--- src/rtl/memstream_rd_ctrl_if.sv ---
// Memory read port plus AXI-Stream master bundle used by memstream_rd_ctrl.
interface memstream_rd_ctrl_if #(
  parameter int DWIDTH = 18,
  parameter int AWIDTH = 10
);
  logic              mem_en;
  logic              mem_enq;
  logic [AWIDTH-1:0] mem_addr;
  logic [DWIDTH-1:0] mem_rdq;
  logic [DWIDTH-1:0] m_axis_tdata;
  logic              m_axis_tvalid;
  logic              m_axis_tready;
  logic              m_axis_tlast;

  modport master (
    output mem_en, mem_enq, mem_addr, m_axis_tdata, m_axis_tvalid, m_axis_tlast,
    input  mem_rdq, m_axis_tready
  );

  modport slave (
    input  mem_en, mem_enq, mem_addr, m_axis_tdata, m_axis_tvalid, m_axis_tlast,
    output mem_rdq, m_axis_tready
  );
endinterface

--- src/rtl/memstream_rd_ctrl.sv ---
// Streams a 2-cycle-latency weight memory onto AXI-Stream with credit-based backpressure.
// aresetn asserts asynchronously; its release is expected to be synchronous to clk upstream.
module memstream_rd_ctrl #(
  parameter int DWIDTH = 18,
  parameter int AWIDTH = 10,
  parameter int DEPTH  = 2**AWIDTH,
  parameter int LOOP   = 1
) (
  input  logic                clk,
  input  logic                aresetn,
  input  logic                start,
  input  logic                rewind,
  output logic                done,
  memstream_rd_ctrl_if.master bus
);

  typedef enum logic [1:0] {IDLE, STREAM, DRAIN} state_t;

  localparam logic [AWIDTH-1:0] LAST_ADDR = AWIDTH'(DEPTH - 1);

  state_t                  state_q, state_d;
  logic [AWIDTH-1:0]       addr_q, addr_d;
  logic                    enq_q;
  logic [1:0]              tag_vld_q, tag_vld_d;
  logic [1:0]              tag_last_q, tag_last_d;
  logic [3:0][DWIDTH-1:0]  fifo_data_q, fifo_data_d;
  logic [3:0]              fifo_last_q, fifo_last_d;
  logic [1:0]              rd_ptr_q, rd_ptr_d;
  logic [1:0]              wr_ptr_q, wr_ptr_d;
  logic [2:0]              count_q, count_d;
  logic [2:0]              inflight;
  logic                    issue;
  logic                    push;
  logic                    pop;

  always_comb begin
    state_d     = state_q;
    addr_d      = addr_q;
    tag_vld_d   = tag_vld_q;
    tag_last_d  = tag_last_q;
    fifo_data_d = fifo_data_q;
    fifo_last_d = fifo_last_q;
    rd_ptr_d    = rd_ptr_q;
    wr_ptr_d    = wr_ptr_q;
    count_d     = count_q;
    done        = 1'b0;
    issue       = 1'b0;
    inflight    = {2'b00, tag_vld_q[0]} + {2'b00, tag_vld_q[1]};
    push        = tag_vld_q[1];
    pop         = (count_q != 3'd0) && bus.m_axis_tready;

    if (rewind) begin
      state_d    = STREAM;
      addr_d     = '0;
      tag_vld_d  = 2'b00;
      tag_last_d = 2'b00;
      rd_ptr_d   = 2'd0;
      wr_ptr_d   = 2'd0;
      count_d    = 3'd0;
    end else begin
      // Credits cover FIFO slots plus reads still inside the memory pipeline.
      issue      = (state_q == STREAM) && ((count_q + inflight) < 3'd4);
      tag_vld_d  = {tag_vld_q[0], issue};
      tag_last_d = {tag_last_q[0], issue && (addr_q == LAST_ADDR)};
      if (push) begin
        fifo_data_d[wr_ptr_q] = bus.mem_rdq;
        fifo_last_d[wr_ptr_q] = tag_last_q[1];
        wr_ptr_d              = wr_ptr_q + 2'd1;
      end
      if (pop) begin
        rd_ptr_d = rd_ptr_q + 2'd1;
      end
      count_d = count_q + {2'b00, push} - {2'b00, pop};
      if (issue) begin
        addr_d = (addr_q == LAST_ADDR) ? '0 : addr_q + 1'b1;
      end

      case (state_q)
        IDLE: begin
          if (start || (LOOP != 0)) begin
            state_d = STREAM;
            addr_d  = '0;
          end
        end
        STREAM: begin
          if (issue && (addr_q == LAST_ADDR) && (LOOP == 0)) begin
            state_d = DRAIN;
          end
        end
        DRAIN: begin
          if ((count_q == 3'd0) && (inflight == 3'd0)) begin
            state_d = IDLE;
            done    = 1'b1;
          end
        end
        default: state_d = IDLE;
      endcase
    end
  end

  always_ff @(posedge clk or negedge aresetn) begin
    if (!aresetn) begin
      state_q     <= IDLE;
      addr_q      <= '0;
      enq_q       <= 1'b0;
      tag_vld_q   <= 2'b00;
      tag_last_q  <= 2'b00;
      fifo_data_q <= '0;
      fifo_last_q <= 4'b0000;
      rd_ptr_q    <= 2'd0;
      wr_ptr_q    <= 2'd0;
      count_q     <= 3'd0;
    end else begin
      state_q     <= state_d;
      addr_q      <= addr_d;
      enq_q       <= 1'b1;
      tag_vld_q   <= tag_vld_d;
      tag_last_q  <= tag_last_d;
      fifo_data_q <= fifo_data_d;
      fifo_last_q <= fifo_last_d;
      rd_ptr_q    <= rd_ptr_d;
      wr_ptr_q    <= wr_ptr_d;
      count_q     <= count_d;
    end
  end

  assign bus.mem_en        = issue;
  assign bus.mem_enq       = enq_q;
  assign bus.mem_addr      = addr_q;
  assign bus.m_axis_tvalid = (count_q != 3'd0);
  assign bus.m_axis_tdata  = fifo_data_q[rd_ptr_q];
  assign bus.m_axis_tlast  = (count_q != 3'd0) && fifo_last_q[rd_ptr_q];

endmodule

--- src/flat_wrapper.sv ---
// flat-port wrapper written by rule: the top's interface ports become plain ports
module memstream_rd_ctrl_flat 
#(
  parameter int DWIDTH = 18,
  parameter int AWIDTH = 10,
  parameter int DEPTH  = 2**AWIDTH,
  parameter int LOOP   = 1
)
  (clk, aresetn, start, rewind, done, bus_mem_en, bus_mem_enq, bus_mem_addr, bus_m_axis_tdata, bus_m_axis_tvalid, bus_m_axis_tlast, bus_mem_rdq, bus_m_axis_tready);
  memstream_rd_ctrl_if #(.DWIDTH(DWIDTH), .AWIDTH(AWIDTH)) bus_i ();
  input  logic clk;
  input  logic aresetn;
  input  logic start;
  input  logic rewind;
  output logic done;
  output wire logic [$bits(bus_i.mem_en)-1:0] bus_mem_en;
  output wire logic [$bits(bus_i.mem_enq)-1:0] bus_mem_enq;
  output wire logic [$bits(bus_i.mem_addr)-1:0] bus_mem_addr;
  output wire logic [$bits(bus_i.m_axis_tdata)-1:0] bus_m_axis_tdata;
  output wire logic [$bits(bus_i.m_axis_tvalid)-1:0] bus_m_axis_tvalid;
  output wire logic [$bits(bus_i.m_axis_tlast)-1:0] bus_m_axis_tlast;
  input wire logic [$bits(bus_i.mem_rdq)-1:0] bus_mem_rdq;
  input wire logic [$bits(bus_i.m_axis_tready)-1:0] bus_m_axis_tready;
  assign bus_mem_en = bus_i.mem_en;
  assign bus_mem_enq = bus_i.mem_enq;
  assign bus_mem_addr = bus_i.mem_addr;
  assign bus_m_axis_tdata = bus_i.m_axis_tdata;
  assign bus_m_axis_tvalid = bus_i.m_axis_tvalid;
  assign bus_m_axis_tlast = bus_i.m_axis_tlast;
  assign bus_i.mem_rdq = bus_mem_rdq;
  assign bus_i.m_axis_tready = bus_m_axis_tready;
  memstream_rd_ctrl #(.DWIDTH(DWIDTH), .AWIDTH(AWIDTH), .DEPTH(DEPTH), .LOOP(LOOP)) u_core (.clk(clk), .aresetn(aresetn), .start(start), .rewind(rewind), .done(done), .bus(bus_i));
endmodule
--- config.mk ---
export PLATFORM = sky130hd
export DESIGN_NAME = memstream_rd_ctrl_flat
export DESIGN_NICKNAME = d
export VERILOG_FILES = /design/src/rtl/memstream_rd_ctrl_if.sv /design/src/rtl/memstream_rd_ctrl.sv /design/src/flat_wrapper.sv
export SDC_FILE = /design/constraint.sdc
export NUM_CORES = 1
export LEC_CHECK = 0
export ABC_AREA = 1
export CAP_MARGIN = 20
export CORE_MARGIN = 2
export CORE_UTILIZATION = 45
export CTS_CLUSTER_DIAMETER = 120
export DETAILED_ROUTE_END_ITERATION = 8
export PLACE_DENSITY = 0.63
export SLEW_MARGIN = 15
export SYNTH_ARGS = -nofsm -noshare
export SYNTH_HDL_FRONTEND = slang
export SYNTH_SLANG_ARGS = --single-unit
--- constraint.sdc ---
create_clock -name clk -period 2.5 [get_ports clk]
set_clock_uncertainty 0.1 [all_clocks]
set_input_delay 0.5 -clock clk [delete_from_list [all_inputs] [get_ports clk]]
set_output_delay 0.5 -clock clk [all_outputs]
set_load 0.1 [all_outputs]
==> flow_summary.yaml <==
critical_path:
  worst_ep_required_time_ns: 1.90
  cpMostUsedCell: "nand3_2"
  cp.arrival_ns: 1.85
  critPathKind: "reg -> out"
  path_cells: "ha_2 > ha_4 > nand3_2 > nand3_2 > nand3_4 > nor2_4 > buf_12"
  endpoint_kind: "output pin"
  cp_top_family: "adder cells"
  worst_path_largest_cell_delay_ns: 0.40
  start_kind: "flop"
  worst-path-max-fanout: 2
  worstPathBufferInverterCount: 1
  crit_path_top_delay_cell: "dfrtp_1"
global_routing:
  overflow: 0
  grt_util_all_layers: 0.196
  grt_first_pass_wirelength_um: 17700
  grt_pass1_vias: 3716
  grt_start_max_net_pins: 41
  antenna_found_initial: 0
logic_synthesis:
  synth_top_area_share: 0.520
  avgSynthCellArea_um2: 8.82
  synth_area_leaders: "dfrtp_1, nand2_1, o21ai_0"
  synth_flop_cell: "dfrtp_1"
  yosysWarnings: 0
  async_flop_share: 1.00
  seq_area_frac_synth: 0.520
  synth_edf_count: 0
  ys_ff_latch: 99
  synthCells: 540
  ys_top_cells_by_count: "nand2_1, dfrtp_1, o21ai_0, nor2_1, inv_1"
  ys_types: 34
  yosysMostFrequentCell: "nand2_1"
  yosys.area.top_type: "dfrtp_1"
  netlist_area_um2: 4760
timing:
  rsz0062_at_grt: "true"
  finalHoldViolCount: 0
  fin_crit_ns: 2.45
  fin_crit_sh: 0.979
  slew_violations: 0
  setup_ws_ns: 0.0518
  setup_violations: 0
  fmax_mhz: 408
  tns_ns: 0
clock_network:
  cts_tree: "yes"
  cts_max_level: 3
  clk_pin_slew_ns: 0.09
  clkLatencyLatePin_ns: 0.37
  numCtsBuffers: 9
  clockBufferDepth: 2
  clkSinkCount: 99
  cts_root_buf: "clkbuf_8"
floorplanning:
  die_h_um: 107
  ios: 56
  dieArea_um2: 11400
  core.rowCount: 37
  initial_core_util: 0.463
  die_w_um: 107
  coreArea_um2: 10300
run_status:
  status: "completed"
finish:
  fillers: 942
  regArea_um2: 2480
  drive_gt1_frac: 0.205
  n_antenna_cell: 0
  area_growth_pct: 24.8
  multiInputGateArea_um2: 2030
  final_nets: 625
power_and_ir_drop:
  p_sw_mw: 3.41
  power.density_nw_per_um2: 1210
  swShare: 0.472
  clockPowerShare: 0.155
  irDropWorstVdd_uv: 722
  share_seq_of_total_power: 0.277
  intPower_mw: 3.81
  p_leak_nw: 2.86
  p_comb_frac: 0.568
route:
  totalWireLength_um: 10400
  via_per_inst: 5.08
  detail_route.wl_per_cell_um: 14.2
  vias: 3719
  ant_nets: 0
  drt_iter0_drc: 179
  drcViolationCount: 0
  first_pass_iters: 4
job:
  cap_violations: 0
worst_hold_path:
  hold_path_class: "reg -> reg"
placed_design:
  io_buffers: 53
  place_ws_ns: 0.0398
  routabilityCongestion: 0.811
  hpwl_um: 6530
[registers in the layout (all words and copies together), names as in the netlist]
signal / cells
u_core.bus.mem_addr: 10
u_core.bus.mem_enq: 1
u_core.count_q: 3
u_core.fifo_data_q: 72
u_core.fifo_last_q: 4
u_core.rd_ptr_q: 2
u_core.state_q: 1
u_core.tag_last_q: 2
u_core.tag_vld_q: 2
u_core.wr_ptr_q: 2
[cells in the final DEF, fill, tap and decap left out, drive strengths merged]
cell	count
nor3b	1
nand4	4
a21oi	4
buf	49
clkdlybuf4s50	20
conb	3
dlygate4sd3	1
clkbuf	9
and2	2
nor2	64
o22ai	18
clkinv	2
ha	9
xnor2	1
nand2	114
inv	48
bufinv	2
dfrtp	99
nor3	3
clkinvlp	3
xor2	1
o21ai	123
nand3	15
fa	1
[worst register-to-register path, stage by stage, from the launching register on]
cell,delay (ns)
dfrtp_1,0.47
nor2_1,0.14
nand2_2,0.07
inv_1,0.09
nor2_1,0.07
ha_1,0.26
inv_1,0.06
ha_1,0.13
inv_1,0.05
fa_1,0.38
o21ai_0,0.18
a21oi_1,0.06
[layout make-up]
type | count | share of cell area
sequential | 99 | 0.417
clock inverter | 6 | 0.0152
timing repair buffer | 70 | 0.146
clock buffer | 9 | 0.0208
inverter | 48 | 0.0309
tap | 136 | 0.0286
multi-input combinational | 363 | 0.341
timing repair inverter | 1 | 0.000842
[metrics by stage]
step                      utilization  hold WS, ns  cells  power, mW  cell area [µm²]
final                           0.578        0.365    732       7.21             5940
after global routing            0.578        0.395    732       7.55             5940
after CTS                       0.573        0.357    727       7.23             5890
after detailed placement        0.546        0.346    708       6.06             5610
after global placement          0.546        0.345    708       6.01             5610
after floorplan                     -        0.104    541       4.70             4890
[per-layer routing]
layer	part of all wire	vias to the layer above	global-route usage	wire [µm]
met4	0.0095	0	0.0557	99
li1	-	1853	-	-
met3	0.041	9	0.0523	426
met5	0	-	0	0
met2	0.49	64	0.321	5080
met1	0.46	1793	0.257	4770
[repair_timing]
item / 4_1_cts / 5_1_grt
endpoints found under the hold margin: 28 / 0
setup buffers: 3 / 4
pin swaps: 2 / 2
hold buffers: 1 / 0
setup endpoints to repair: 2 / 16
resized for setup: 6 / 6
gates cloned: 0 / 1
[power groups by stage]
stage	sequential [mW]	clock, mW	combinational, mW
6_report	2.00	1.12	4.09
2_1_floorplan	2.01	0	2.69
3_5_place_dp	2.01	0	4.04
4_1_cts	1.99	1.16	4.08
3_3_place_gp	2.00	0	4.01
5_1_grt	2.03	1.22	4.30
[cells by family (layout without fill, tap and decap cells)]
| family | count (synthesis) | in the layout | synth area share |
|---|---|---|---|
| adders and majority gates | 10 | 10 | 0.0279 |
| xor gates and xnor gates | 2 | 2 | 0.00368 |
| other | 2 | 3 | 0.00158 |
| AOI/OAI and AO/OA | 145 | 145 | 0.165 |
| buffers and inverters | 79 | 134 | 0.0880 |
| DFF | 99 | 99 | 0.520 |
| and+or+nand+nor | 203 | 203 | 0.194 |
[path summary, 6_finish.rpt]
path | from | endpoint | slack (ns) | depth (start not counted)
min reg2reg | u_core.tag_last_q[0] | u_core.tag_last_q[1] | 0.36 | 2
max reg2reg | u_core.count_q[1] | u_core.count_q[2] | 0.35 | 11
max | u_core.tag_vld_q[1] | bus_mem_en | 0.05 | 7
min | u_core.tag_last_q[0] | u_core.tag_last_q[1] | 0.36 | 2
min in group asynchronous | aresetn | u_core.fifo_data_q[44] | 0.50 | 2
max in group asynchronous | aresetn | u_core.fifo_data_q[36] | 1.09 | 3
No activity file was read; power rests on OpenSTA's default activity.
